$ cat src/rtl/operand_bypass_stage_pkg.sv
`default_nettype none
// ============================================================================
//  Module      : operand_bypass_stage_pkg
//  Description : Shared CPU types for ALU operand source selection.
//  Revision    : 1.0 - initial release
// ============================================================================
package operand_bypass_stage_pkg;

    // ALU operand A source select
    typedef enum logic [1:0] {
        ASEL0    = 2'd0,
        ASEL_REG = 2'd1,
        ASEL_PC  = 2'd2,
        ASEL3    = 2'd3
    } alu_asel_op_enum;

    // ALU operand B source select
    typedef enum logic [1:0] {
        BSEL0    = 2'd0,
        BSEL_REG = 2'd1,
        BSEL_IMM = 2'd2,
        BSEL3    = 2'd3
    } alu_bsel_op_enum;

endpackage
`default_nettype wire

$ cat src/rtl/operand_bypass_stage_fwd_sel.sv
`default_nettype none
// ============================================================================
//  Module      : fwd_sel
//  Description : Priority bypass for one source register (x0, MEM, WB, RF).
//  Revision    : 1.0 - initial release
// ============================================================================
module fwd_sel #(
    parameter int XLEN   = 64,
    parameter int REG_AW = 5
) (
    input  logic [REG_AW-1:0] rs,
    input  logic [XLEN-1:0]   rf_data,
    input  logic              mem_we,
    input  logic [REG_AW-1:0] mem_rd,
    input  logic [XLEN-1:0]   mem_data,
    input  logic              wb_we,
    input  logic [REG_AW-1:0] wb_rd,
    input  logic [XLEN-1:0]   wb_data,
    output logic [XLEN-1:0]   fwd_data
);

    // Youngest producer wins; x0 is hardwired to zero even if a stage writes it
    always_comb begin
        fwd_data = rf_data;
        if (rs == '0) begin
            fwd_data = '0;
        end else if (mem_we && (mem_rd == rs)) begin
            fwd_data = mem_data;
        end else if (wb_we && (wb_rd == rs)) begin
            fwd_data = wb_data;
        end
    end

endmodule
`default_nettype wire

$ cat src/rtl/operand_bypass_stage.sv
`default_nettype none
// ============================================================================
//  Module      : operand_bypass_stage
//  Description : Registered ID->EX operand stage with bypass, A/B select,
//                load-use hazard bubble insertion and saturating bubble count.
//  Revision    : 1.0 - initial release
// ============================================================================
module operand_bypass_stage
    import operand_bypass_stage_pkg::*;
#(
    parameter int XLEN   = 64,
    parameter int REG_AW = 5,
    parameter int CNT_W  = 32
) (
    input  logic              clk,
    input  logic              rstn,
    input  logic              stall,
    input  logic              flush,
    input  logic              id_valid,
    input  logic [XLEN-1:0]   id_pc,
    input  logic [XLEN-1:0]   id_imm,
    input  logic [XLEN-1:0]   id_rs1_data,
    input  logic [XLEN-1:0]   id_rs2_data,
    input  logic [REG_AW-1:0] id_rs1,
    input  logic [REG_AW-1:0] id_rs2,
    input  alu_asel_op_enum   id_asel,
    input  alu_bsel_op_enum   id_bsel,
    input  logic              id_store,
    input  logic              mem_we,
    input  logic              wb_we,
    input  logic [REG_AW-1:0] mem_rd,
    input  logic [REG_AW-1:0] wb_rd,
    input  logic [XLEN-1:0]   mem_data,
    input  logic [XLEN-1:0]   wb_data,
    input  logic              ex_is_load,
    input  logic [REG_AW-1:0] ex_rd,
    output logic              ex_valid,
    output logic [XLEN-1:0]   ex_a,
    output logic [XLEN-1:0]   ex_b,
    output logic [XLEN-1:0]   ex_sdata,
    output logic              hazard_stall,
    output logic [CNT_W-1:0]  hazard_cnt
);

    localparam logic [CNT_W-1:0] c_cnt_max = {CNT_W{1'b1}};

    logic [XLEN-1:0]  w_fwd_rs1;
    logic [XLEN-1:0]  w_fwd_rs2;
    logic [XLEN-1:0]  w_sel_a;
    logic [XLEN-1:0]  w_sel_b;
    logic             w_rs1_use;
    logic             w_rs2_use;
    logic             w_hazard;

    logic             r_ex_valid;
    logic [XLEN-1:0]  r_ex_a;
    logic [XLEN-1:0]  r_ex_b;
    logic [XLEN-1:0]  r_ex_sdata;
    logic [CNT_W-1:0] r_hazard_cnt;

    fwd_sel #(.XLEN(XLEN), .REG_AW(REG_AW)) u_fwd_rs1 (
        .rs       (id_rs1),
        .rf_data  (id_rs1_data),
        .mem_we   (mem_we),
        .mem_rd   (mem_rd),
        .mem_data (mem_data),
        .wb_we    (wb_we),
        .wb_rd    (wb_rd),
        .wb_data  (wb_data),
        .fwd_data (w_fwd_rs1)
    );

    fwd_sel #(.XLEN(XLEN), .REG_AW(REG_AW)) u_fwd_rs2 (
        .rs       (id_rs2),
        .rf_data  (id_rs2_data),
        .mem_we   (mem_we),
        .mem_rd   (mem_rd),
        .mem_data (mem_data),
        .wb_we    (wb_we),
        .wb_rd    (wb_rd),
        .wb_data  (wb_data),
        .fwd_data (w_fwd_rs2)
    );

    // Operand source muxes; unused encodings feed zero
    always_comb begin
        w_sel_a = '0;
        w_sel_b = '0;
        case (id_asel)
            ASEL_REG: w_sel_a = w_fwd_rs1;
            ASEL_PC:  w_sel_a = id_pc;
            default:  w_sel_a = '0;
        endcase
        case (id_bsel)
            BSEL_REG: w_sel_b = w_fwd_rs2;
            BSEL_IMM: w_sel_b = id_imm;
            default:  w_sel_b = '0;
        endcase
    end

    // Load-use detect; masked while stalled since EX is not advancing anyway
    always_comb begin
        w_rs1_use = (id_asel == ASEL_REG);
        w_rs2_use = (id_bsel == BSEL_REG) || id_store;
        w_hazard  = !stall && id_valid && r_ex_valid && ex_is_load &&
                    (ex_rd != '0) &&
                    ((w_rs1_use && (ex_rd == id_rs1)) ||
                     (w_rs2_use && (ex_rd == id_rs2)));
    end

    // EX register: flush beats stall beats hazard bubble beats capture
    always_ff @(posedge clk or negedge rstn) begin
        if (!rstn) begin
            r_ex_valid   <= 1'b0;
            r_ex_a       <= '0;
            r_ex_b       <= '0;
            r_ex_sdata   <= '0;
            r_hazard_cnt <= '0;
        end else if (flush) begin
            r_ex_valid <= 1'b0;
            r_ex_a     <= '0;
            r_ex_b     <= '0;
            r_ex_sdata <= '0;
        end else if (stall) begin
            r_ex_valid <= r_ex_valid;
        end else if (w_hazard) begin
            r_ex_valid <= 1'b0;
            r_ex_a     <= '0;
            r_ex_b     <= '0;
            r_ex_sdata <= '0;
            if (r_hazard_cnt != c_cnt_max) begin
                r_hazard_cnt <= r_hazard_cnt + 1'b1;
            end
        end else begin
            r_ex_valid <= id_valid;
            r_ex_a     <= id_valid ? w_sel_a   : '0;
            r_ex_b     <= id_valid ? w_sel_b   : '0;
            r_ex_sdata <= id_valid ? w_fwd_rs2 : '0;
        end
    end

    assign ex_valid     = r_ex_valid;
    assign ex_a         = r_ex_a;
    assign ex_b         = r_ex_b;
    assign ex_sdata     = r_ex_sdata;
    assign hazard_stall = w_hazard;
    assign hazard_cnt   = r_hazard_cnt;

endmodule
`default_nettype wire

$ cat config.mk
export PLATFORM = sky130hd
export DESIGN_NAME = operand_bypass_stage
export DESIGN_NICKNAME = d
export VERILOG_FILES = /design/src/rtl/operand_bypass_stage_pkg.sv /design/src/rtl/operand_bypass_stage_fwd_sel.sv /design/src/rtl/operand_bypass_stage.sv
export SDC_FILE = /design/constraint.sdc
export NUM_CORES = 1
export LEC_CHECK = 0
export ABC_AREA = 0
export BUFFER_PORTS_ARGS = -buffer_cell sky130_fd_sc_hd__buf_2
export CAP_MARGIN = 20
export CORE_AREA = 4 4 250 252
export CTS_CLUSTER_DIAMETER = 30
export DETAILED_ROUTE_END_ITERATION = 16
export DIE_AREA = 0 0 254 256
export HOLD_SLACK_MARGIN = 0.05
export PLACE_DENSITY = 0.56
export REMOVE_ABC_BUFFERS = 1
export SYNTH_ARGS = -nofsm -noshare
export SYNTH_HDL_FRONTEND = slang
export SYNTH_SLANG_ARGS = --single-unit
$ cat constraint.sdc
create_clock -name clk -period 2.6 [get_ports clk]
set_input_delay 0.39 -clock clk [delete_from_list [all_inputs] [get_ports clk]]
set_output_delay 0.39 -clock clk [all_outputs]
set_load 0.01 [all_outputs]
# == After elaboration in Yosys (flattened, before gate mapping) ==
# Cells that the tools add are included.
# totals
register_bits,225
input_bits,422
out_inout_bits,226
elab_cells,61
# classes
add_sub_neg,1
n_eq_ne,12
muxes,23
bitwise_logic,2
n_reduce_logical,18
# ops
op,n
2-to-1 mux 64 bit,18
case mux 64 bit (2 select lines),2
"adder 32 x 1 -> 32 bit, second input constant",1
"inequality test 32 bit, second input constant",1
== test 5 bit,6
logical AND 1 bit,11
logical NOT 5 bit,2
nonzero test 5 bit,1
"== test 2 x 1 -> 1 bit, second input constant",2
"== test 2 bit, second input constant",2
AND reduction 4 bit,1
2-to-1 mux 1 bit,3
logical OR 1 bit,2
"inequality test 2 x 1 -> 1 bit, second input constant",1
NOT 1 bit,2
logical NOT 1 bit,1

# == Depth between registers and ports, before layout ==
# depth
ltp_word,10
ltp_mapped,10
ltp_nobuf,7

# == By module ==
# Synthesis repeated with hierarchy kept, for this count alone.
# hier_totals
cells_unflattened,1565
hier_area_um2,13613.1
# by_module_without_submodules
mod,n_inst,cells_each,area_each_um2,seq_area_each_um2
operand_bypass_stage,1,887,9556.7,5630.4
fwd_sel,2,339,2028.2,0.0

# == Worst setup path after synthesis ==
# OpenSTA, ideal clock, no wires.
# synth_path
kind,reg-to-reg
from,"register r_hazard_cnt[0], in the netlist hazard_cnt[0]"
to,"register r_hazard_cnt[10], in the netlist hazard_cnt[10]"
setup_time_ps,132
arrival_time_ps,1931
required_time_ps,2468
setup_slack_ps,537
path_stages_with_launch,11
path_buffers,3
period_less_slack_ps,2063
path_cell_list,dfrtp_1 ha_1 nand3_1 nor2_1 and4_1 buf_2 nand2b_1 buf_4 buf_4 nor3_1 xor2_1
# synth_via
elab_chain_cells,2
elab_cells_between_ends,3
cone_classes,1 x add/sub; 1 x eq/ne; 1 x reduce/logical
# synth_rtl
item,line,text
start: declaration,operand_bypass_stage.sv:59,logic [CNT_W-1:0] r_hazard_cnt;
start signal: assignment,operand_bypass_stage.sv:132,r_hazard_cnt <= r_hazard_cnt + 1'b1;
"parallel branches: the longest is 2 deep, another holds adder 32 x 1 -> 32 bit",-,
# Parallel ways; which one is timed is not known.
# A chain may end at the register's enable or synchronous reset.

# == Final worst setup path ==
# layout_path
from,"register r_hazard_cnt[0], in the netlist hazard_cnt[0]"
to,"register r_hazard_cnt[21], in the netlist hazard_cnt[21]"
# Same word-level chain as after synthesis.

==> impl_metrics.csv <==
group,metric,value,unit
outcome,status,"completed",
synth,yosysWarnings,0,
detailed_routing,finalWirelength,78100,um
placement,place.gp.congestion,0.955,
clock_tree,postCtsSetupBuffers,0,
sta,setup_violations,0,
detailed_routing,final_antenna_net_count,0,
power,vdd_drop_max,0.609,mV
synth,yosysSeqAreaShare,0.398,
placement,placement.io_buffers,647,
worst_setup_path,crit_path_end_kind,"flop",
final_layout,fillers,6158,
sta,fin_tns_setup,0,ps
clock_tree,clkTransAtPathRegs,40,ps
sta,drv_slew,0,
sta,worst_slack,312,ps
clock_tree,cts_buffers,77,
synth,ys_ff_latch,225,
die,row_count,90,
synth,synthDominantCellAreaShare,0.398,
global_route,grt_usage,0.226,
die,coreArea,60100,um2
sta,fmax,437,MHz
die,dieArea,65000,um2
run,maxCapViolCount,0,
clock_tree,cts-htree-levels,3,
sta,slew_headroom,0.546,
clock_tree,ctsHoldBuffers,48,
sta,rsz0062_at_grt,"no",
sta,fin_crit,2290,ps
clock_tree,cts_max_path_buffers,3,
detailed_routing,num_vias,18100,
synth,yosys.area.top_type,"dfrtp_1",
clock_tree,clock_sinks,225,
synth,postSynthAreaPerCell,8.25,um2
worst_setup_path,cp.arrival,2800,ps
worst_setup_path,critical_path_class,"flop to flop",
sta,worst_pin_slew,681,ps
final_layout,drive_above_1_share,0.366,
die,die_w,254,um
detailed_routing,drc,0,
clock_tree,cts_resized,0,
detailed_routing,first_iter_violations,1757,
detailed_routing,firstDrtPassIters,7,
synth,synth_cell_type_count,40,
power,powerDensity,713,nW/um2
power,cellLeakagePower,10.0,nW
worst_setup_path,startpoint,"hazard_cnt[0]",
detailed_routing,via_per_inst,5.61,
clock_tree,cts-root-buf,"clkbuf_16",
global_route,antenna_found_initial,13,
die,num_io_pins,648,
worst_setup_path,startpoint_type,"flop",
worst_setup_path,worst_ep_required_time,3110,ps
final_layout,nets,2793,
sta,finalHoldViolations,0,
final_layout,post-route-util,0.366,
global_route,grt_max_degree,108,
min_path,hp-start,"id_imm[51]",
die,start_util,0.235,
sta,skew,37.2,ps
placement,pre_cts_slack,238,ps
global_route,grt.overflow.total,0,
global_route,grt_pass1_vias,18800,
clock_tree,cts_tree,"built",
min_path,hold_class,"input port to flop",
placement,dp_hpwl,55200,um
worst_setup_path,worstRegToRegCells,9,
global_route,grt_pass1_wl,114000,um
worst_setup_path,regToRegStartpoint,"hazard_cnt[0]",
clock_tree,worstSkewPairLatency,590,ps
min_path,hold_depth,3,
final_layout,final_common_cell,"buf_2",
worst_setup_path,crit_path_max_fanout,8,
final_layout,synthToLayoutAreaGrowth,55.6,%
synth,synth_area_leaders,"dfrtp_1 (40%), o21ai_0 (6.0%), a31oi_1 (5.8%)",
detailed_routing,wl_per_cell,24.3,um
die,dieHeight,256,um
final_layout,final_cell_mix,"buf_2 (645), dfrtp_1 (225), nand2_1 (207), o21ai_0 (170), a31oi_1 (132)",
sta,period_share,0.880,
synth,netlist_instances,1713,
synth,netlist_area,14100,um2
-- critical path: stages (launching register included) --
cell	delay, ps
dfrtp_1	450
ha_1	250
nand3_1	110
nor2_1	60
buf_4	170
and4_1	180
nand2b_1	240
buf_4	210
nor4_1	360
xor2_1	190
-- where the power goes --
part           switching (W)  internal [W]
sequential         0.0000500       0.00359
clock                0.00284       0.00723
combinational        0.00124      0.000734
-- cell type report --
| cell class | instances | area [um2] | area share |
|---|---|---|---|
| repair buffers | 771 | 4680 | 0.213 |
| clock inverters | 46 | 687 | 0.0312 |
| flip-flops and latches | 225 | 5630 | 0.256 |
| clock buffers | 98 | 2190 | 0.0994 |
| well taps | 782 | 978 | 0.0445 |
| inverters | 12 | 45.0 | 0.00205 |
| diodes | 7 | 17.5 | 0.000796 |
| multi-input cells | 1279 | 7780 | 0.354 |
-- synthesized netlist by cell type --
| master | count |
|---|---|
| nor3_1 | 18 |
| o21ai_0 | 170 |
| nand3_1 | 12 |
| mux2_2 | 1 |
| nand2_1 | 210 |
| buf_2 | 18 |
| o21ai_1 | 87 |
| clkbuf_1 | 152 |
| o2111ai_4 | 1 |
| and4_1 | 2 |
| or2_2 | 4 |
| nor2_2 | 1 |
| nor2_1 | 75 |
| nor2b_1 | 1 |
| or3_1 | 131 |
| nand2_2 | 1 |
| a32oi_1 | 60 |
| nor4_1 | 9 |
| nand4_1 | 13 |
| buf_4 | 10 |
| inv_1 | 12 |
| dfrtp_1 | 225 |
| a22o_1 | 64 |
| nor3_2 | 2 |
| nand4_2 | 1 |
| o311ai_0 | 60 |
| ha_1 | 5 |
| buf_6 | 2 |
| a31oi_1 | 132 |
| o22ai_2 | 1 |
| o211a_1 | 1 |
| o31ai_1 | 68 |
| nand2b_1 | 5 |
| xor2_1 | 29 |
| or4_1 | 11 |
| xnor2_1 | 32 |
| buf_1 | 15 |
| nor4_2 | 1 |
| a21oi_1 | 69 |
| o21a_1 | 2 |
-- worst paths after layout --
path                                   to  slack [ps]
setup / recovery           hazard_cnt[21]         310
hold / removal                   ex_b[51]          90
min in group asynchronous        ex_a[19]         390
hold reg to reg                   ex_b[2]         470
max in group asynchronous        ex_a[27]        1450
setup reg to reg           hazard_cnt[21]         310
-- flip-flops by register name, indices dropped and copies added, names as in the netlist --
name	count
ex_a	64
hazard_cnt	32
ex_b	64
ex_valid	1
ex_sdata	64
-- metal layers --
| layer | part of all wire | GRT usage | routed length (um) |
|---|---|---|---|
| met4 | 0.048 | 0.117 | 3740 |
| met3 | 0.097 | 0.0599 | 7560 |
| met1 | 0.38 | 0.271 | 29700 |
| met2 | 0.47 | 0.370 | 37000 |
| met5 | 0.00090 | 0 | 70 |
-- per-stage QoR --
step	hold slack (ps)	power (W)	instances	instance area (um2)
6_report	93.1	0.0157	3220	22000
5_1_grt	68.6	0.0162	3219	22000
4_1_cts	50.0	0.0158	3213	22000
3_5_place_dp	432	0.00556	3021	18600
3_3_place_gp	430	0.00554	3021	18600
2_1_floorplan	94.4	0.00438	1516	13300
-- kinds of logic after synthesis --
logic type	share of synthesized area
multiplexers	0.000796
adder cells (fa/ha/maj)	0.00442
XOR/XNOR	0.0378
AND/OR/NAND/NOR	0.170
AO/OA/AOI/OAI	0.328
flip-flops	0.398
buffers and inverters	0.0608
No activity file was read; power rests on OpenSTA's default activity.
